[config.mk]
export PLATFORM = sky130hd
export DESIGN_NAME = rio_reset_seq_flat
export DESIGN_NICKNAME = d
export VERILOG_FILES = /design/src/rtl/rio_reset_seq_if.sv /design/src/rtl/rio_reset_seq.sv /design/src/flat_wrapper.sv
export SDC_FILE = /design/constraint.sdc
export NUM_CORES = 1
export LEC_CHECK = 0
export CORE_MARGIN = 5
export CORE_UTILIZATION = 29
export CTS_CLUSTER_SIZE = 25
export DETAILED_ROUTE_END_ITERATION = 8
export PLACE_DENSITY = 0.6
export SYNTH_ARGS = -nofsm -noshare
export SYNTH_HDL_FRONTEND = slang
export SYNTH_SLANG_ARGS = --single-unit
[constraint.sdc]
create_clock -name lnk_clk -period 4.4 [get_ports lnk_clk]
set_clock_uncertainty 0.1 [all_clocks]
set_input_delay 0.88 -clock lnk_clk [delete_from_list [all_inputs] [get_ports lnk_clk]]
set_output_delay 0.88 -clock lnk_clk [all_outputs]
set_load 0.05 [all_outputs]
[src/rtl/rio_reset_seq_if.sv]
// Signal bundle between system reset control and the rio_reset_seq link-reset sequencer.
// The master side drives the requests and the port status; the slave side is the sequencer.
interface rio_reset_seq_if #(
    parameter int CNT_W = 8
);
    logic             link_reset_n;
    logic             port_initialized;
    logic             sys_reset_n;
    logic             lnk_linkreset_n;
    logic             reset_busy;
    logic             timeout_flag;
    logic [CNT_W-1:0] reset_count;

    modport master (
        output link_reset_n,
        output port_initialized,
        input  sys_reset_n,
        input  lnk_linkreset_n,
        input  reset_busy,
        input  timeout_flag,
        input  reset_count
    );

    modport slave (
        input  link_reset_n,
        input  port_initialized,
        output sys_reset_n,
        output lnk_linkreset_n,
        output reset_busy,
        output timeout_flag,
        output reset_count
    );
endinterface

[src/rtl/rio_reset_seq.sv]
// SRIO link-reset sequencer: LINKRESET to partner, PHY reset for a set width, hold until released.
// Optional LINKRESET timeout and sticky timeout_flag are built when RIO_RESET_TIMEOUT_EN is defined.
module rio_reset_seq #(
    parameter int TCQ            = 100,
    parameter int PHY_RST_CYCLES = 4,
    parameter int LR_TIMEOUT     = 1024,
    parameter int SYNC_STAGES    = 2,
    parameter int CNT_W          = 8
) (
    input  logic                  lnk_clk,
    input  logic                  lnk_reset_n,
    rio_reset_seq_if.slave        lnk
);

    localparam int PW = (PHY_RST_CYCLES > 1) ? $clog2(PHY_RST_CYCLES) : 1;

    typedef enum logic [3:0] {
        IDLE      = 4'b0001,
        LINKRESET = 4'b0010,
        PHY_RESET = 4'b0100,
        PHY_HOLD  = 4'b1000
    } state_t;

    state_t                 state_q, state_d;
    logic [SYNC_STAGES-1:0] sync_q;
    logic                   port_up;
    logic [PW-1:0]          phy_cnt_q, phy_cnt_d;
    logic                   sys_reset_n_q, sys_reset_n_d;
    logic                   lnk_linkreset_n_q, lnk_linkreset_n_d;
    logic                   reset_busy_q, reset_busy_d;
    logic [CNT_W-1:0]       reset_count_q, reset_count_d;
    logic                   unused_params;

    // TCQ only matters to behavioural models; it has no synthesised meaning.
    assign unused_params = (TCQ != 0) ^ (LR_TIMEOUT != 0);

`ifdef RIO_RESET_TIMEOUT_EN
    localparam int TW = $clog2(LR_TIMEOUT);
    logic [TW-1:0] lr_cnt_q, lr_cnt_d;
    logic          timeout_flag_q, timeout_flag_d;
`endif

    assign port_up = sync_q[SYNC_STAGES-1];

    always_ff @(posedge lnk_clk or negedge lnk_reset_n) begin
        if (!lnk_reset_n) begin
            sync_q <= '1;
        end else begin
            sync_q <= {sync_q[SYNC_STAGES-2:0], lnk.port_initialized};
        end
    end

    always_ff @(posedge lnk_clk or negedge lnk_reset_n) begin
        if (!lnk_reset_n) begin
            state_q           <= IDLE;
            phy_cnt_q         <= '0;
            sys_reset_n_q     <= 1'b1;
            lnk_linkreset_n_q <= 1'b1;
            reset_busy_q      <= 1'b0;
            reset_count_q     <= '0;
        end else begin
            state_q           <= state_d;
            phy_cnt_q         <= phy_cnt_d;
            sys_reset_n_q     <= sys_reset_n_d;
            lnk_linkreset_n_q <= lnk_linkreset_n_d;
            reset_busy_q      <= reset_busy_d;
            reset_count_q     <= reset_count_d;
        end
    end

`ifdef RIO_RESET_TIMEOUT_EN
    always_ff @(posedge lnk_clk or negedge lnk_reset_n) begin
        if (!lnk_reset_n) begin
            lr_cnt_q       <= '0;
            timeout_flag_q <= 1'b0;
        end else begin
            lr_cnt_q       <= lr_cnt_d;
            timeout_flag_q <= timeout_flag_d;
        end
    end
`endif

    always_comb begin
        state_d       = state_q;
        phy_cnt_d     = phy_cnt_q;
        reset_count_d = reset_count_q;
`ifdef RIO_RESET_TIMEOUT_EN
        lr_cnt_d       = lr_cnt_q;
        timeout_flag_d = timeout_flag_q;
`endif
        case (state_q)
            IDLE: begin
                if (!lnk.link_reset_n) begin
                    state_d = LINKRESET;
`ifdef RIO_RESET_TIMEOUT_EN
                    lr_cnt_d       = '0;
                    timeout_flag_d = 1'b0;
`endif
                end
            end
            LINKRESET: begin
                // Port drop is tested first so it wins over a coincident timeout.
                if (!port_up) begin
                    state_d   = PHY_RESET;
                    phy_cnt_d = '0;
                end
`ifdef RIO_RESET_TIMEOUT_EN
                else if (lr_cnt_q == TW'(LR_TIMEOUT - 1)) begin
                    state_d        = PHY_RESET;
                    phy_cnt_d      = '0;
                    timeout_flag_d = 1'b1;
                end else begin
                    lr_cnt_d = lr_cnt_q + 1'b1;
                end
`endif
            end
            PHY_RESET: begin
                if (phy_cnt_q == PW'(PHY_RST_CYCLES - 1)) begin
                    state_d = PHY_HOLD;
                end else begin
                    phy_cnt_d = phy_cnt_q + 1'b1;
                end
            end
            PHY_HOLD: begin
                if (lnk.link_reset_n) begin
                    state_d = IDLE;
                    if (reset_count_q != '1) begin
                        reset_count_d = reset_count_q + 1'b1;
                    end
                end
            end
            default: state_d = IDLE;
        endcase

        // Outputs are registered from the next state so they change with the state register.
        sys_reset_n_d     = !((state_d == PHY_RESET) || (state_d == PHY_HOLD));
        lnk_linkreset_n_d = (state_d != LINKRESET);
        reset_busy_d      = (state_d != IDLE);
    end

    assign lnk.sys_reset_n     = sys_reset_n_q;
    assign lnk.lnk_linkreset_n = lnk_linkreset_n_q;
    assign lnk.reset_busy      = reset_busy_q;
    assign lnk.reset_count     = reset_count_q;
`ifdef RIO_RESET_TIMEOUT_EN
    assign lnk.timeout_flag    = timeout_flag_q;
`else
    assign lnk.timeout_flag    = 1'b0;
`endif

endmodule
[src/flat_wrapper.sv]
// flat-port wrapper written by rule: the top's interface ports become plain ports
module rio_reset_seq_flat 
#(
    parameter int TCQ            = 100,
    parameter int PHY_RST_CYCLES = 4,
    parameter int LR_TIMEOUT     = 1024,
    parameter int SYNC_STAGES    = 2,
    parameter int CNT_W          = 8
)
  (lnk_clk, lnk_reset_n, lnk_link_reset_n, lnk_port_initialized, lnk_sys_reset_n, lnk_lnk_linkreset_n, lnk_reset_busy, lnk_timeout_flag, lnk_reset_count);
  rio_reset_seq_if #(.CNT_W(CNT_W)) lnk_i ();
  input  logic lnk_clk;
  input  logic lnk_reset_n;
  input wire logic [$bits(lnk_i.link_reset_n)-1:0] lnk_link_reset_n;
  input wire logic [$bits(lnk_i.port_initialized)-1:0] lnk_port_initialized;
  output wire logic [$bits(lnk_i.sys_reset_n)-1:0] lnk_sys_reset_n;
  output wire logic [$bits(lnk_i.lnk_linkreset_n)-1:0] lnk_lnk_linkreset_n;
  output wire logic [$bits(lnk_i.reset_busy)-1:0] lnk_reset_busy;
  output wire logic [$bits(lnk_i.timeout_flag)-1:0] lnk_timeout_flag;
  output wire logic [$bits(lnk_i.reset_count)-1:0] lnk_reset_count;
  assign lnk_i.link_reset_n = lnk_link_reset_n;
  assign lnk_i.port_initialized = lnk_port_initialized;
  assign lnk_sys_reset_n = lnk_i.sys_reset_n;
  assign lnk_lnk_linkreset_n = lnk_i.lnk_linkreset_n;
  assign lnk_reset_busy = lnk_i.reset_busy;
  assign lnk_timeout_flag = lnk_i.timeout_flag;
  assign lnk_reset_count = lnk_i.reset_count;
  rio_reset_seq #(.TCQ(TCQ), .PHY_RST_CYCLES(PHY_RST_CYCLES), .LR_TIMEOUT(LR_TIMEOUT), .SYNC_STAGES(SYNC_STAGES), .CNT_W(CNT_W)) u_core (.lnk_clk(lnk_clk), .lnk_reset_n(lnk_reset_n), .lnk(lnk_i));
endmodule
== After elaboration in Yosys (flattened, before gate mapping) ==
Index checks and enable logic that the tools add are counted.
Cells by class
  add/sub/neg operators: 2
  $mul: 0
  divide/modulo/power cells: 0
  $lt $le $gt $ge: 0
  eq/ne operators: 12
  shifts and indexed selects: 0
  mux-type cells: 8
  bitwise gates (word level): 0
  reductions and logical operators: 5
Operators by type and width (count)
  two-way mux 4 bit: 4
  case mux 4 bit (4 select lines): 1
  adder 8 x 1 -> 8 bit, second input constant: 1
  equality test 4 x 3 -> 1 bit, second input constant: 2
  equality test 4 bit, second input constant: 2
  inequality test 8 bit, second input constant: 1
  AND reduction 3 bit: 2
  equality test 4 x 1 -> 1 bit, second input constant: 1
  equality test 4 x 2 -> 1 bit, second input constant: 1
  two-way mux 2 bit: 2
  inequality test 2 bit, second input constant: 2
  inequality test 4 x 1 -> 1 bit, second input constant: 1
  inequality test 4 x 2 -> 1 bit, second input constant: 1
  case mux 2 bit (2 select lines): 1
  adder 2 x 1 -> 2 bit, second input constant: 1
  equality test 2 bit, second input constant: 1
  nonzero test 2 bit: 1
  zero test 1 bit: 1
  logical OR 1 bit: 1
Word-level totals
  bits in registers: 19
  bits in latches: 0
  memory bits (writable): 0
  ROM bits: 0
  input bits: 4
  output and inout bits: 12
  word-level logic and storage cells: 34
  memories kept: 0

== Logic depth before layout (Yosys ltp) ==
Gate-level depths: netlist of the first run.
  depth in word-level cells: 6
  mapped depth: 5
  depth with buffers taken out: 5

== Least setup slack after synthesis of the first run ==
OpenSTA, ideal clock, no wires.
  kind: input port to flip-flop
  start: input port lnk_link_reset_n
  end: register u_core.reset_count_q[5], in the netlist u_core.lnk.reset_count[5]
  arrival time: 1.679 ns
  required time: 4.175 ns
  path slack: 2.496 ns
  cell stages on the path: 4
  buffers on the path: 0
  cells stage by stage: and4_1 > and3_4 > and3_1 > mux2_4
On the way
  cells in the longest elaborated chain, start to end: 1
Ends and longest elaborated chain
  start, declared: line flat_wrapper.sv:14  | input wire logic [$bits(lnk_i.link_reset_n)-1:0] lnk_link_reset_n;
  AND reduction 3 bit (no line)
  end signal, assigned: line rio_reset_seq.sv:67  | reset_count_q <= reset_count_d;
  end, declared: line rio_reset_seq.sv:31  | logic [CNT_W-1:0] reset_count_q, reset_count_d;
No other way between the ends.
A chain may end at the register's enable or synchronous reset.

== Worst setup path after layout of the first run ==
  start: register u_core.sys_reset_n_q, in the netlist u_core.lnk.sys_reset_n
  end: output port lnk_sys_reset_n
RTL lines
  start, declared: line rio_reset_seq.sv:28  | logic sys_reset_n_q, sys_reset_n_d;
  start signal, assigned: line rio_reset_seq.sv:64  | sys_reset_n_q <= sys_reset_n_d;
  end, declared: line flat_wrapper.sv:16  | output wire logic [$bits(lnk_i.sys_reset_n)-1:0] lnk_sys_reset_n;
No word-level cell between the ends.

==> impl_metrics.toml, run 1 <==
[clock_tree]
h_tree_depth = 1
postCtsSetupBuffers = 0
cts_max_path_buffers = 2
cts_resized = 0
cts-buffers-inserted = 3
cts-hold-fix-buffers = 0
clockRootBuffer = "clkbuf_4"
cts_tree = "built"
clk_latency_worst_skew_pair_ns = 0.29
clkSinkCount = 19
clkSlewWorstSetupHoldPaths_ns = 0.10

[floorplanning]
horizontal_die_dimension_um = 65.7
floorplan.initialDensity_pct = 29.8
floorplan.io_pins = 16
core_um2 = 3030
rows = 20
die_h_um = 65.7
die_footprint_um2 = 4320

[final_layout]
insertedDiodeCount = 0
finalNetCount = 103
post_route_cells_drive_above_1_share_pct = 19.8
area_growth_syn_to_layout_pct = 23.8
post_route_non_filler_standard_cell_count = 140
stdcell_area_um2 = 1110
nFillCells = 293

[timing]
grt_setup_unrepaired = "false"
final.setup.tns_ns = 0
period_share_pct = 59.1
hold_vio_cnt_final = 0
max_clock_freq_mhz = 385
setup_viol_count_final = 0
worstMarginPinSlew_ns = 0.816
final_max_slew_viol_count = 0
slew_headroom_pct = 45.4
post-route-min-period_ns = 2.60

[global_route]
largest_net_degree_at_the_start_of_global_routing = 20
number_of_antenna_violations_at_the_first_check_in_global_routing = 0
globalRouteOverflowTotal = 0
grt_first_pass_wirelength_um = 3040
grtUsageTotal_pct = 9.21
vias_in_the_first_global_route = 670

[drt]
avgRoutedWirePerCell_um = 11.4
dr.pass1.iters = 4
viasPerCell = 4.62
dr_total_vias = 647
finalWirelength_um = 1590
antenna_violating_nets_post_route = 0
drcViolationCount = 0
first_iter_violations = 22

[setup_path]
timing.critical_path.cells = "clkdlybuf4s50_1"
bufs_and_invs_on_worst_path = 1
worst-endpoint-arrival_ns = 1.62
critical_path.endpoint_type = "output pin"
critical-path-top-delay-family = "buffers and inverters"
critPathKind = "reg -> out"
worstPathRequired_ns = 3.42
critical_path.max_stage_delay_ns = 0.79
cp_max_fo = 1
cpMaxStageDelayCell = "clkdlybuf4s50_1"
critPathLaunchType = "flop"

[synth]
synthDominantAreaCellType = "dfrtp_1"
count_of_flip_flops_with_a_built_in_enable_after_synthesis = 0
synth.lib_cells_used.distinct = 33
synth_ff_type = "dfrtp_1"
synth_nets = 85
yosys-top-cells-area = "dfrtp_1 (39%), dfstp_2 (15%), mux2_4 (3.3%)"
synth.top_cells.by_count = "dfrtp_1 (14), nor2_1 (8), dfstp_2 (5), nand2_1 (5)"
ys_seq_area_share_pct = 53.5
ys_async_sr_fraction_pct = 100
post_synth.cell_area_avg_um2 = 11.4
post-synth-top-count-cell = "dfrtp_1"
mappedNetlistArea_um2 = 901
number_of_synthesized_register_bits = 19
synth.top_cell.area_share_pct = 38.9
synthCells = 79
synth-warning-count = 0

[place]
place.gp.congestion = 0.860
post-dp-hpwl_um = 1160
dp.cells = 136
portBuffers = 14
detailed_place.area_um2 = 1090

[power_and_ir_drop]
max-vdd-ir-drop_mv = 0.174
powerDensity_nw_per_um2 = 395
p_leak_nw = 0.508

[flow_run]
max-cap-violations = 0

[run_status]
run_status = "complete, no violations"

[worst_hold_path]
min_path_type = "reg -> reg"
final timing paths:
path | slack (ns) | cells after the start | start | to
max | 1.80 | 1 | u_core.lnk.sys_reset_n$_DFF_PN1_ | lnk_sys_reset_n
min | 0.26 | 0 | u_core.sync_q[0]$_DFF_PN1_ | u_core.sync_q[1]$_DFF_PN1_
max reg2reg | 2.73 | 4 | u_core.state_q[1]$_DFF_PN0_ | u_core.lnk.reset_count[6]$_DFFE_PN0P_
min reg2reg | 0.26 | 0 | u_core.sync_q[0]$_DFF_PN1_ | u_core.sync_q[1]$_DFF_PN1_
max in group asynchronous | 2.75 | 1 | lnk_reset_n | u_core.phy_cnt_q[1]$_DFFE_PN0P_
min in group asynchronous | 0.95 | 1 | lnk_reset_n | u_core.lnk.reset_count[4]$_DFFE_PN0P_
cell families (layout without fill, tap and decap cells):
logic type | Yosys count | in the layout | synth area share, %
and+or+nand+nor | 35 | 35 | 23.2
adders and majority gates | 2 | 2 | 2.78
xor gates and xnor gates | 3 | 3 | 2.92
buffers and inverters | 3 | 20 | 1.67
other | 1 | 1 | 0.416
muxes | 4 | 4 | 5.83
DFF | 19 | 19 | 53.5
AOI/OAI and AO/OA | 12 | 12 | 9.72
sequential cells by signal, summed over array words and instances, names as in the netlist:
register and flops:
u_core.lnk.lnk_linkreset_n 1, u_core.lnk.reset_busy 1, u_core.lnk.reset_count 8, u_core.lnk.sys_reset_n 1, u_core.phy_cnt_q 2, u_core.state_q 4, u_core.sync_q 2
per-layer routing:
metal | global-route usage, % | part of all wire (%) | up-vias
met2 | 13.9 | 46 | 26
met3 | 3.93 | 8.6 | 2
li1 | - | - | 311
met4 | 3.37 | 1.5 | 0
met1 | 11.6 | 43 | 308
met5 | 0 | 0 | -
power by group:
part	internal (mW)	total (mW)	switching [mW]	leakage [nW]
clock network	0.0353	0.0851	0.0498	0.0150
registers	0.210	0.233	0.0232	0.245
logic	0.0496	0.122	0.0725	0.249
total	0.295	0.440	0.145	0.508
cell type report:
| cell class | instances | area [µm²] | area share, % |
|---|---|---|---|
| Tap cell | 44 | 55.1 | 4.94 |
| Clock buffer | 4 | 26.3 | 2.36 |
| Inverter | 2 | 7.51 | 0.673 |
| Sequential cell | 19 | 482 | 43.2 |
| Timing Repair Buffer | 14 | 140 | 12.6 |
| Multi-Input combinational cell | 57 | 404 | 36.3 |
per-stage QoR:
step | util (%) | power (mW) | setup WS (ns) | hold slack [ns]
floorplan | - | 0.322 | 2.50 | 0.245
global placement | 36.0 | 0.357 | 1.91 | 0.246
detailed placement | 36.0 | 0.359 | 1.86 | 0.248
CTS | 36.8 | 0.446 | 1.79 | 0.263
global route | 36.8 | 0.475 | 1.74 | 0.272
finish | 36.8 | 0.440 | 1.80 | 0.261
placed cells by master, fill, tap and decap left out, types with 2 or more instances in the layout:
master	synthesis	layout
clkdlybuf4s50_1	0	14
nor2_1	8	8
inv_1	2	2
and4_1	3	3
clkbuf_4	0	3
mux2_4	2	2
nor3b_1	2	2
dfstp_2	5	5
mux2_2	2	2
nand2_1	5	5
o21ai_0	4	4
and3_2	2	2
ha_1	2	2
xnor2_1	2	2
nand2b_1	2	2
nor3_1	2	2
a21oi_1	2	2
dfrtp_1	14	14
nand3_1	4	4
Power figures use the tool's default switching activity.
==> run 2: changes to the inputs <==
- clock period: 4.4 -> 2.6 ns (I/O delays scaled with it)
==> impl_metrics.toml, run 2 (synthesis gave the netlist of run 1 again) <==
[run_status]
run_status = "complete, no violations"

[power_and_ir_drop]
p_leak_nw = 0.513
powerDensity_nw_per_um2 = 667
max-vdd-ir-drop_mv = 0.311
total_power_mw = 0.748

[setup_path]
timing.critical_path.cells = "clkdlybuf4s50_1"
cp_max_fo = 1
critPathKind = "reg -> out"
bufs_and_invs_on_worst_path = 1
r2r_end = "u_core.lnk.reset_count[5]$_DFFE_PN0P_"
reg2reg_setup_slack_ns = 0.95
worst-r2r-cell-count = 4
worstPathRequired_ns = 1.98
cpMaxStageDelayCell = "clkdlybuf4s50_1"
timing.rr.start = "u_core.state_q[1]$_DFF_PN0_"
critical_path.endpoint_type = "output pin"
critPathLaunchType = "flop"
worst-endpoint-arrival_ns = 1.61
critical_path.max_stage_delay_ns = 0.79
critical-path-top-delay-family = "buffers and inverters"

[drt]
avgRoutedWirePerCell_um = 11.2
first_iter_violations = 21
drcViolationCount = 0
dr.pass1.iters = 3
antenna_violating_nets_post_route = 0
finalWirelength_um = 1580
dr_total_vias = 617
viasPerCell = 4.38

[timing]
setup_viol_count_final = 0
post-route-min-period_ns = 2.23
grt_setup_unrepaired = "false"
final.setup.tns_ns = 0
max_clock_freq_mhz = 448
final_max_slew_viol_count = 0
setup_slack_ns = 0.366
slew_headroom_pct = 66.5
worstMarginPinSlew_ns = 0.501
hold_vio_cnt_final = 0
worst_hold_slack_ns = 0.263
period_share_pct = 85.9

[flow_run]
max-cap-violations = 0

[clock_tree]
clockRootBuffer = "clkbuf_4"
postCtsSetupBuffers = 0
clk_latency_worst_skew_pair_ns = 0.29
cts_tree = "built"
cts_max_path_buffers = 2
cts_resized = 0
cts-hold-fix-buffers = 0
h_tree_depth = 1
clkSinkCount = 19
clkSlewWorstSetupHoldPaths_ns = 0.10
cts-buffers-inserted = 3

[floorplanning]
rows = 20
core_um2 = 3030
die_footprint_um2 = 4320
floorplan.io_pins = 16
floorplan.initialDensity_pct = 29.8
die_h_um = 65.7
horizontal_die_dimension_um = 65.7

[place]
place.gp.congestion = 0.856
dp.cells = 137
detailed_place.area_um2 = 1100
portBuffers = 14
post-dp-hpwl_um = 1150
pre_cts_slack_ns = 0.452

[final_layout]
seqCellArea_um2 = 482
stdcell_area_um2 = 1120
insertedDiodeCount = 0
post_route_cells_drive_above_1_share_pct = 20.6
area_growth_syn_to_layout_pct = 24.6
core_occupancy_in_the_finished_layout_pct = 37.1
number_of_flip_flops_under_the_largest_register_name = 8
finalNetCount = 104
multi_input_comb_area_um2 = 404
nFillCells = 298
post_route_non_filler_standard_cell_count = 141
highest_count_cells_in_the_layout_ignoring_fill_and_taps = "clkdlybuf4s50_1 (14), dfrtp_1 (14), nor2_1 (8), nand2_1 (5), dfstp_2 (5)"

[global_route]
grt_first_pass_wirelength_um = 2770
vias_in_the_first_global_route = 642
number_of_antenna_violations_at_the_first_check_in_global_routing = 0
globalRouteOverflowTotal = 0
grtUsageTotal_pct = 8.42
largest_net_degree_at_the_start_of_global_routing = 20

[worst_hold_path]
min_delay_path_depth = 0
holdPathEnd = "u_core.sync_q[1]$_DFF_PN1_"
hold_wc_startpoint = "u_core.sync_q[0]$_DFF_PN1_"
min_path_type = "reg -> reg"
run 2: cell count changes in the layout (fill, tap and decap cells not counted):
cell	before	now
buf_4	0	1
run 2: how the worst max path moves through the flow:
| stage | depth (start not counted) | startpoint | slack, ns | endpoint |
|---|---|---|---|---|
| floorplan | 4 | u_core.lnk.reset_count[3]$_DFFE_PN0P_ | 0.79 | u_core.lnk.reset_count[1]$_DFFE_PN0P_ |
| global placement | 5 | lnk_link_reset_n | 0.47 | u_core.lnk.reset_count[5]$_DFFE_PN0P_ |
| detailed placement | 5 | lnk_link_reset_n | 0.45 | u_core.lnk.reset_count[5]$_DFFE_PN0P_ |
| CTS | 1 | u_core.lnk.sys_reset_n$_DFF_PN1_ | 0.34 | lnk_sys_reset_n |
| global route | 1 | u_core.lnk.sys_reset_n$_DFF_PN1_ | 0.31 | lnk_sys_reset_n |
| finish | 1 | u_core.lnk.sys_reset_n$_DFF_PN1_ | 0.37 | lnk_sys_reset_n |
run 2: routing by layer:
metal	vias up	global-route usage, %	wire length (µm)
li1	316	-	-
met5	-	0	0
met3	2	1.71	70
met2	12	13.8	731
met4	0	5.44	22
met1	287	9.91	754
run 2: layout make-up:
| type | count | share of cell area, % |
|---|---|---|
| clock buffer | 4 | 2.34 |
| inverter | 2 | 0.669 |
| multi-input combinational | 57 | 36.0 |
| sequential | 19 | 42.9 |
| tap | 44 | 4.91 |
| timing repair buffer | 15 | 13.2 |
run 2: where the power goes:
part           internal [mW]  total (mW)  leakage [nW]  switching [mW]
clock                 0.0597       0.146        0.0150          0.0866
combinational         0.0850       0.208         0.253           0.123
sequential             0.355       0.394         0.245          0.0393
==> run 3: changes to the inputs <==
- RECOVER_POWER: default -> 100
==> impl_metrics.toml, run 3 (synthesis gave the netlist of run 1 again) <==
[run_status]
run_status = "complete, no violations"

[floorplanning]
rows = 20
die_h_um = 65.7
core_um2 = 3030
horizontal_die_dimension_um = 65.7
floorplan.initialDensity_pct = 29.8
die_footprint_um2 = 4320
floorplan.io_pins = 16

[worst_hold_path]
min_delay_path_depth = 0
min_path_type = "reg -> reg"

[place]
post-dp-hpwl_um = 1150
pre_cts_slack_ns = 0.452
portBuffers = 14
detailed_place.area_um2 = 1100
place.gp.congestion = 0.856

[global_route]
globalRouteOverflowTotal = 0
vias_in_the_first_global_route = 642
grtUsageTotal_pct = 8.42
number_of_antenna_violations_at_the_first_check_in_global_routing = 0
largest_net_degree_at_the_start_of_global_routing = 20
grt_first_pass_wirelength_um = 2770

[final_layout]
core_occupancy_in_the_finished_layout_pct = 36.5
stdcell_area_um2 = 1100
insertedDiodeCount = 0
post_route_cells_drive_above_1_share_pct = 15.5
area_growth_syn_to_layout_pct = 22.6
highest_count_cells_in_the_layout_ignoring_fill_and_taps = "dlygate4sd3_1 (14), dfrtp_1 (14), nor2_1 (8), nand2_1 (5), dfstp_2 (5)"
finalNetCount = 104
number_of_flip_flops_under_the_largest_register_name = 8

[clock_tree]
cts-hold-fix-buffers = 0
postCtsSetupBuffers = 0
cts-buffers-inserted = 3
clk_latency_worst_skew_pair_ns = 0.29
clkSlewWorstSetupHoldPaths_ns = 0.10
clockRootBuffer = "clkbuf_4"
cts_tree = "built"
cts_max_path_buffers = 2
h_tree_depth = 1
cts_resized = 0
clkSinkCount = 19

[drt]
drcViolationCount = 0
viasPerCell = 4.36
avgRoutedWirePerCell_um = 11.1
dr_total_vias = 615
finalWirelength_um = 1570
first_iter_violations = 20
dr.pass1.iters = 3
antenna_violating_nets_post_route = 0

[setup_path]
timing.rr.start = "u_core.state_q[1]$_DFF_PN0_"
cpMaxStageDelayCell = "dlygate4sd3_1"
critPathKind = "reg -> out"
critical_path.endpoint_type = "output pin"
timing.critical_path.cells = "dlygate4sd3_1"
path_length_in_cells_of_the_critical_path = 1
r2r_end = "u_core.lnk.reset_count[5]$_DFFE_PN0P_"
reg2reg_setup_slack_ns = 0.92
critPathCapture = "lnk_sys_reset_n"
worst-r2r-cell-count = 4
critPathLaunchType = "flop"
critical_path.max_stage_delay_ns = 0.86
worst_setup_path_startpoint = "u_core.lnk.sys_reset_n$_DFF_PN1_"
bufs_and_invs_on_worst_path = 1
worst-endpoint-arrival_ns = 1.68
critical-path-top-delay-family = "buffers and inverters"
cp_max_fo = 1
worstPathRequired_ns = 1.98

[power_and_ir_drop]
p_leak_nw = 0.539
max-vdd-ir-drop_mv = 0.306
powerDensity_nw_per_um2 = 668
total_power_mw = 0.738

[timing]
max_clock_freq_mhz = 434
worstMarginPinSlew_ns = 0.989
period_share_pct = 88.6
setup_viol_count_final = 0
hold_vio_cnt_final = 0
setup_slack_ns = 0.297
final.setup.tns_ns = 0
grt_setup_unrepaired = "false"
slew_headroom_pct = 34.0
final_max_slew_viol_count = 0
post-route-min-period_ns = 2.30

[flow_run]
max-cap-violations = 0
==> run 3: how the worst min path moves through the flow <==
stage                                from                               to  slack, ns
3_5_place_dp   u_core.sync_q[0]$_DFF_PN1_       u_core.sync_q[1]$_DFF_PN1_       0.25
5_1_grt        u_core.sync_q[0]$_DFF_PN1_       u_core.sync_q[1]$_DFF_PN1_       0.27
3_3_place_gp   u_core.sync_q[0]$_DFF_PN1_       u_core.sync_q[1]$_DFF_PN1_       0.25
6_report       u_core.sync_q[0]$_DFF_PN1_       u_core.sync_q[1]$_DFF_PN1_       0.26
4_1_cts        u_core.sync_q[0]$_DFF_PN1_       u_core.sync_q[1]$_DFF_PN1_       0.26
2_1_floorplan                 lnk_reset_n  u_core.lnk.reset_busy$_DFF_PN0_       0.12
==> run 3: power by group <==
group / leakage, nW / switching (mW) / internal, mW
logic: 0.280 / 0.123 / 0.0765
registers: 0.245 / 0.0384 / 0.355
clock network: 0.0150 / 0.0862 / 0.0597
==> run 3: area by class of cell <==
type / instances / area [µm²]
Fill cell: 304 / 1920
Sequential cell: 19 / 482
Multi-Input combinational cell: 57 / 390
Timing Repair Buffer: 15 / 144
Tap cell: 44 / 55.1
Clock buffer: 4 / 26.3
Inverter: 2 / 7.51
==> run 3: metal layers <==
metal	global-route usage [%]	vias to the layer above	routed length, µm
li1	-	315	-
met1	9.91	286	744
met2	13.8	12	732
met3	1.71	2	70
met4	5.44	0	22
met5	0	-	0
==> run 3: stage by stage <==
step | hold slack [ns] | cells
after floorplan | 0.124 | 79
after global placement | 0.246 | 137
after detailed placement | 0.248 | 137
after CTS | 0.264 | 141
after global routing | 0.272 | 141
final | 0.262 | 141
